## src/rtl/wb_pkg.sv

```systemverilog
// Shared encodings for the MEM/WB boundary: writeback source select and load types.
package wb_pkg;

  typedef enum logic [1:0] {
    WD_ALU  = 2'd0,
    WD_IMM  = 2'd1,
    WD_PC4  = 2'd2,
    WD_DRAM = 2'd3
  } wd_sel_e;

  localparam logic [2:0] LD_B  = 3'b000;
  localparam logic [2:0] LD_H  = 3'b001;
  localparam logic [2:0] LD_W  = 3'b010;
  localparam logic [2:0] LD_BU = 3'b100;
  localparam logic [2:0] LD_HU = 3'b101;

endpackage

```

## src/rtl/load_ext.sv

```systemverilog
// Byte/half/word lane selection and sign/zero extension of a raw DRAM read word.
module load_ext
  import wb_pkg::*;
#(
  parameter int XLEN = 32
) (
  input  logic [XLEN-1:0] i_rdata,
  input  logic [1:0]      i_addr_lo,
  input  logic [2:0]      i_ld_type,
  output logic [XLEN-1:0] o_data
);

  logic        [31:0] w_word;
  logic signed [7:0]  w_byte;
  logic signed [15:0] w_half;
  logic signed [31:0] w_word_s;

  assign w_word   = i_rdata[31:0];
  assign w_byte   = w_word[{i_addr_lo, 3'b000} +: 8];
  assign w_half   = i_addr_lo[1] ? w_word[31:16] : w_word[15:0];
  assign w_word_s = w_word;

  // Unlisted funct3 codes pass the raw word through untouched.
  always_comb begin
    o_data = i_rdata;
    case (i_ld_type)
      LD_B:    o_data = XLEN'(w_byte);
      LD_H:    o_data = XLEN'(w_half);
      LD_W:    o_data = XLEN'(w_word_s);
      LD_BU:   o_data = XLEN'($unsigned(w_byte));
      LD_HU:   o_data = XLEN'($unsigned(w_half));
      default: o_data = i_rdata;
    endcase
  end

endmodule

```

## src/rtl/mem_wb_pipe.sv

```systemverilog
// MEM->WB pipeline register: writeback source mux, load extension, retire pulse and counter.
module mem_wb_pipe
  import wb_pkg::*;
#(
  parameter int              XLEN     = 32,
  parameter logic [XLEN-1:0] RESET_PC = XLEN'($signed(32'hFFFF_FFFC)),
  parameter int              CNT_W    = 32
) (
  input  logic             clk_cpu,
  input  logic             rst_cpu,
  input  logic             valid_mem,
  input  logic             flush_mem,
  input  logic             stall_wb,
  input  logic             rd_we_mem,
  input  logic [1:0]       wd_sel_mem,
  input  logic [2:0]       ld_type_mem,
  input  logic [XLEN-1:0]  dram_rdata_mem,
  input  logic [XLEN-1:0]  alu_mem,
  input  logic [XLEN-1:0]  imm_mem,
  input  logic [XLEN-1:0]  pc_mem,
  input  logic [4:0]       rd_mem,
  output logic             rd_we_wb,
  output logic [4:0]       rd_wb,
  output logic [XLEN-1:0]  data_wb,
  output logic [XLEN-1:0]  pc_wb,
  output logic             have_inst,
  output logic [CNT_W-1:0] retire_cnt
);

  logic [XLEN-1:0] w_ld_data;
  logic [XLEN-1:0] w_pc4;
  logic [XLEN-1:0] w_wd;
  logic            w_take;

  logic             r_rd_we_p1;
  logic [4:0]       r_rd_p1;
  logic [XLEN-1:0]  r_data_p1;
  logic [XLEN-1:0]  r_pc_p1;
  logic             r_vld_p1;
  logic [CNT_W-1:0] r_retire_cnt;

  load_ext #(.XLEN(XLEN)) u_load_ext (
    .i_rdata   (dram_rdata_mem),
    .i_addr_lo (alu_mem[1:0]),
    .i_ld_type (ld_type_mem),
    .o_data    (w_ld_data)
  );

  assign w_pc4  = pc_mem + XLEN'(4);
  assign w_take = valid_mem && !flush_mem;

  always_comb begin
    w_wd = alu_mem;
    case (wd_sel_mem)
      WD_ALU:  w_wd = alu_mem;
      WD_IMM:  w_wd = imm_mem;
      WD_PC4:  w_wd = w_pc4;
      WD_DRAM: w_wd = w_ld_data;
      default: w_wd = alu_mem;
    endcase
  end

  // ---- MEM -> WB boundary (p1) ----
  // Stall holds everything but drops the retire pulse so one instruction counts once.
  always_ff @(posedge clk_cpu) begin
    if (rst_cpu) begin
      r_rd_we_p1   <= 1'b0;
      r_rd_p1      <= '0;
      r_data_p1    <= '0;
      r_pc_p1      <= RESET_PC;
      r_vld_p1     <= 1'b0;
      r_retire_cnt <= '0;
    end else if (stall_wb) begin
      r_vld_p1     <= 1'b0;
    end else if (w_take) begin
      r_rd_we_p1   <= rd_we_mem && (rd_mem != 5'd0);
      r_rd_p1      <= rd_mem;
      r_data_p1    <= w_wd;
      r_pc_p1      <= pc_mem;
      r_vld_p1     <= 1'b1;
      r_retire_cnt <= r_retire_cnt + CNT_W'(1);
    end else begin
      r_rd_we_p1   <= 1'b0;
      r_rd_p1      <= '0;
      r_data_p1    <= '0;
      r_vld_p1     <= 1'b0;
    end
  end

  assign rd_we_wb   = r_rd_we_p1;
  assign rd_wb      = r_rd_p1;
  assign data_wb    = r_data_p1;
  assign pc_wb      = r_pc_p1;
  assign have_inst  = r_vld_p1;
  assign retire_cnt = r_retire_cnt;

endmodule

```

## config.mk

```make
export PLATFORM = sky130hd
export DESIGN_NAME = mem_wb_pipe
export DESIGN_NICKNAME = d
export VERILOG_FILES = /design/src/rtl/wb_pkg.sv /design/src/rtl/load_ext.sv /design/src/rtl/mem_wb_pipe.sv
export SDC_FILE = /design/constraint.sdc
export NUM_CORES = 1
export LEC_CHECK = 0
export CORE_ASPECT_RATIO = 1.75
export CORE_UTILIZATION = 44
export CTS_CLUSTER_DIAMETER = 80
export DETAILED_ROUTE_END_ITERATION = 8
export PLACE_DENSITY = 0.82
export SYNTH_ARGS = -nofsm -noshare
export SYNTH_HDL_FRONTEND = slang
export SYNTH_SLANG_ARGS = --single-unit
```

## constraint.sdc

```tcl
create_clock -name clk_cpu -period 2.6 [get_ports clk_cpu]
set_clock_uncertainty 0.1 [all_clocks]
set_input_delay 0.39 -clock clk_cpu [delete_from_list [all_inputs] [get_ports clk_cpu]]
set_output_delay 0.39 -clock clk_cpu [all_outputs]
set_load 0.02 [all_outputs]
```

Word-level counts from Yosys, hierarchy flattened --
Index checks and enable logic that the tools add are counted.
Word-level totals: register bits 103, input port bits 144, output and inout bits 103, word-level logic and storage cells 31
Cells by class: add/sub/neg operators 2, equal/unequal tests 6, shifts and indexed selects 1, muxes and demuxes 7, bitwise gates (word level) 1, reductions and logical operators 8
Operators by type and width (count):
- $pmux 32 s4 | 2
- $add 32x1->32 const B | 1
- $add 32x3->32 const B | 1
- $mux 32 | 1
- $shiftx 32x6->8 | 1
- $mux 16 | 1
- $eq 3x3->1 const B | 2
- $mux 5 | 1
- $reduce_bool 5->1 | 1
- $eq 2x2->1 const B | 2
- $eq 3x1->1 const B | 1
- $logic_not 3->1 | 1
- $eq 2x1->1 const B | 1
- $logic_and 1x1->1 | 2
- $logic_not 2->1 | 1
- $mux 1 | 2
- $reduce_and 2->1 | 1
- $reduce_or 2->1 | 1
- $logic_not 1->1 | 1
- $not 1->1 | 1

Longest topological paths before layout --
depth after elaboration 4, gate-level depth with buffers 8, mapped depth without buffers 7

By module --
From an unflattened synthesis, not the netlist that was laid out.
Unflattened totals: cell total of the unflattened synthesis 744, area, all modules 6004.5 µm²
By module, submodules not included:
- mem_wb_pipe | times used 1, cells an instance 626, area each 5243.8 µm², seq. area each 2062.0 µm²
- load_ext | times used 1, cells an instance 118, area each 760.7 µm², seq. area each 0.0 µm²

Least setup slack after synthesis --
No wires, ideal clock.
path type input to register, start point input pc_mem[15], end point register r_data_p1[31] (netlist: data_wb[31]), library setup time 0.122 ns, data arrival time 1.959 ns, data required time 2.378 ns, path slack 0.419 ns, cell stages on the path 7, cell sequence buf_2 -> nand3_1 -> or4_4 -> buf_6 -> nor4_1 -> xor2_1 -> a221o_1
On the way: cells in the longest elaborated chain, start to end 3
RTL lines:
- start: declaration | RTL line mem_wb_pipe.sv:20 | input logic [XLEN-1:0] pc_mem,
- $add 32x3->32 | RTL line mem_wb_pipe.sv:49 | assign w_pc4 = pc_mem + XLEN'(4);
- $pmux 32 s4 | RTL line mem_wb_pipe.sv:54 | case (wd_sel_mem)
- $mux 32 | RTL line mem_wb_pipe.sv:75 | end else if (w_take) begin
- end signal: assignment | RTL line mem_wb_pipe.sv:78 | r_data_p1 <= w_wd;
- end: declaration | RTL line mem_wb_pipe.sv:37 | logic [XLEN-1:0] r_data_p1;
No other way between the ends. A chain may end at the register's enable or synchronous reset.

Worst setup path after layout --
start point input pc_mem[13], end point register r_data_p1[21] (netlist: data_wb[21])
The elaborated chain is that of the path after synthesis.

==> results.py <==
metrics = {
    "floorplan": {
        "die_h_um": 156,
        "rows": 56,
        "die_w_um": 90.2,
        "io_pins": 247,
        "start_util": 0.450,
        "core_area_sq_um": 13300,
        "dieArea_sq_um": 14100,
    },
    "power_and_ir_drop": {
        "combPwrFrac": 0.221,
        "total_power_w": 0.00397,
        "clkPwrFrac": 0.364,
        "p_sw_frac": 0.288,
        "seqPwrFrac": 0.415,
        "power.density_nw_per_um2": 425,
        "vdd_ir_drop_max_mv": 0.318,
        "p_int_w": 0.00283,
        "p_switching_w": 0.00114,
        "leakagePower_nw": 3.67,
    },
    "placed_design": {
        "dp_hpwl_mm": 18.9,
        "port_buffers": 246,
        "dp.cells": 1216,
        "place.gp.congestion": 0.963,
    },
    "critical_path": {
        "cp.depth": 7,
        "r2r-start": "retire_cnt[10]",
        "end_kind": "register",
        "crit_arrival_ps": 2510,
        "setup.worst_path.start": "pc_mem[13]",
        "r2r_slack_ps": 560,
        "worstPathMaxFanout": 16,
        "path_class": "in -> reg",
        "rr_worst_depth": 5,
        "cp_top_family": "simple AND/OR/NAND/NOR gates",
        "startpoint_type": "input port",
        "cpPeakStageDelay_ps": 570,
        "rr_endpoint": "retire_cnt[31]",
        "worstSetupEndpoint": "data_wb[21]",
        "slowest_stage": "or4_4",
        "path_cells": "clkdlybuf4s50_1 > nand4_4 > or4_4 > buf_12 > or3_1 > a211oi_1 > a211o_1",
        "cp.required_ps": 2800,
        "critPathBufInv": 2,
    },
    "finish": {
        "syn_to_final_growth_pct": 55.9,
        "postLayoutCoreUtil": 0.702,
        "fin_cells": 1232,
        "final_nets": 1199,
        "layout_commonest_cell": "clkdlybuf4s50_1",
        "final_cell_mix": "clkdlybuf4s50_1 (244), nand2_1 (112), dfxtp_1 (103), buf_4 (66), nor2_1 (55)",
        "diodes": 0,
        "drive_gt1_frac": 0.110,
    },
    "logic_synthesis": {
        "syn_nets": 927,
        "avgSynthCellArea_sq_um": 7.67,
        "synthCells": 781,
        "seq_area_frac_synth": 0.344,
        "yosysWarnings": 0,
        "synth_ff_type": "dfxtp_1",
        "async_flop_share": 0,
        "synth_edf_count": 0,
        "syn_area_sq_um": 5990,
        "yosysUniqueCellTypes": 70,
        "yosys_register_bits": 103,
    },
    "sta": {
        "finalCriticalPeriod_ps": 2310,
        "fmaxAchievable_mhz": 432,
        "worst_pin_slew_ps": 569,
        "post-route-period-util": 0.889,
        "hold_viol": 0,
        "rsz0062_at_grt": "no",
        "setup_viol": 0,
        "slew_headroom": 0.620,
        "slew_violations": 0,
    },
    "outcome": {
        "status": "finished clean",
    },
    "worst_hold_path": {
        "hp-class": "reg -> reg",
    },
    "clocking": {
        "cts-root-buf": "clkbuf_16",
        "htree_levels": 3,
        "clk_path_buf_depth": 2,
        "numCtsBuffers": 9,
        "path_clk_slew_ps": 80,
        "clk_latency_ps": 350,
        "hold_buffers": 0,
        "cts_resized": 0,
        "cts_tree": "done",
        "cts_setup_buffers": 0,
        "clock_sinks": 103,
    },
    "grt": {
        "grt_usage": 0.340,
        "grt.overflow.total": 0,
        "grt_pass1_wl_mm": 37.3,
        "grt_max_degree": 43,
        "grt_pass1_vias": 7050,
        "antenna_found_initial": 0,
    },
    "detailed_routing": {
        "wl_per_cell_um": 19.5,
        "vias": 7121,
        "drt_iter0_markers": 481,
        "vias_per_cell": 5.78,
        "ant_nets": 0,
        "drt-total-wl_mm": 24.1,
        "drtPass1Iterations": 5,
        "drc": 0,
    },
    "flow_run": {
        "maxCapViolCount": 0,
    },
}
cell families after synthesis:
family                   count (synthesis)  share of synthesized area
AND/OR/NAND/NOR                        327                      0.269
XOR/XNOR                                47                     0.0687
flip-flops                             103                      0.344
buffers and inverters                   96                     0.0635
AO/OA/AOI/OAI                          187                      0.215
adder cells (fa/ha/maj)                  2                    0.00418
multiplexers                            19                     0.0355
worst min-delay path by stage:
stage                     from    endpoint  slack [ps]  cells after the start
floorplan           pc_mem[11]   pc_wb[11]         410                      2
global placement    data_wb[5]  data_wb[5]         340                      2
detailed placement  data_wb[5]  data_wb[5]         350                      2
CTS                 data_wb[1]  data_wb[1]         370                      2
global route        data_wb[1]  data_wb[1]         380                      2
finish              data_wb[3]  data_wb[3]         370                      2
registers in the layout, indices dropped and copies added, names as in the netlist:
signal and cells:
rd_we_wb 1, have_inst 1, retire_cnt 32, pc_wb 32
rd_wb 5, data_wb 32
area by class of cell:
class                   count  area (sq um)
well taps                 174           218
clock inverters             7          81.3
multi-input cells         582          3560
fillers                  1096          3970
inverters                  40           150
repair buffers            317          3050
clock buffers               9           225
flip-flops and latches    103          2060
power by group through the flow:
stage,logic [W],registers [W],clock network [W]
6_report,0.000876,0.00165,0.00145
5_1_grt,0.000929,0.00165,0.00151
4_1_cts,0.000866,0.00165,0.00146
3_5_place_dp,0.000860,0.00168,0
3_3_place_gp,0.000854,0.00168,0
2_1_floorplan,0.000289,0.00173,0
worst min-delay path, stage by stage (launching register included):
cell and delay [ps]:
dfxtp_1 310, nand2_1 60, a21oi_1 60
metal layers:
metal	vias up	part of all wire	GRT usage
li1	3343	-	-
met1	3335	0.36	0.363
met2	355	0.53	0.634
met3	88	0.055	0.0398
met4	0	0.058	0.204
met5	-	0	0
Yosys cell counts (3+ instances only):
cell type | n | area [sq um]
a211o_1 | 5 | 43.8
a211oi_1 | 8 | 60.1
a21oi_1 | 53 | 265
a221o_1 | 11 | 110
a221oi_1 | 8 | 70.1
a22oi_1 | 6 | 45.0
a31oi_1 | 4 | 25.0
a32oi_1 | 3 | 26.3
a41oi_1 | 3 | 26.3
and2_1 | 4 | 25.0
and3_1 | 8 | 50.1
and4_1 | 9 | 78.8
buf_1 | 7 | 26.3
buf_2 | 4 | 20.0
clkbuf_1 | 43 | 161
dfxtp_1 | 103 | 2060
inv_1 | 39 | 146
mux2_2 | 8 | 90.1
mux2i_1 | 10 | 100
nand2_1 | 112 | 420
nand2b_1 | 7 | 43.8
nand3_1 | 51 | 255
nand4_1 | 20 | 125
nor2_1 | 55 | 206
nor2b_1 | 15 | 93.8
nor3_1 | 15 | 75.1
nor4_1 | 13 | 81.3
o211a_1 | 3 | 30.0
o211ai_1 | 16 | 120
o21ai_0 | 31 | 155
o221ai_1 | 4 | 35.0
o22ai_1 | 5 | 31.3
o31a_2 | 4 | 40.0
xnor2_1 | 20 | 175
xor2_1 | 27 | 236
stage by stage:
stage	setup slack (ps)	hold slack [ps]	area (sq um)	TNS, ps
global route	169	381	9340	0
detailed placement	-93.3	350	9030	-490
global placement	-81.3	338	9030	-383
CTS	287	367	9340	0
floorplan	419	414	5990	0
finish	288	368	9340	0
No activity file was read; power rests on OpenSTA's default activity.
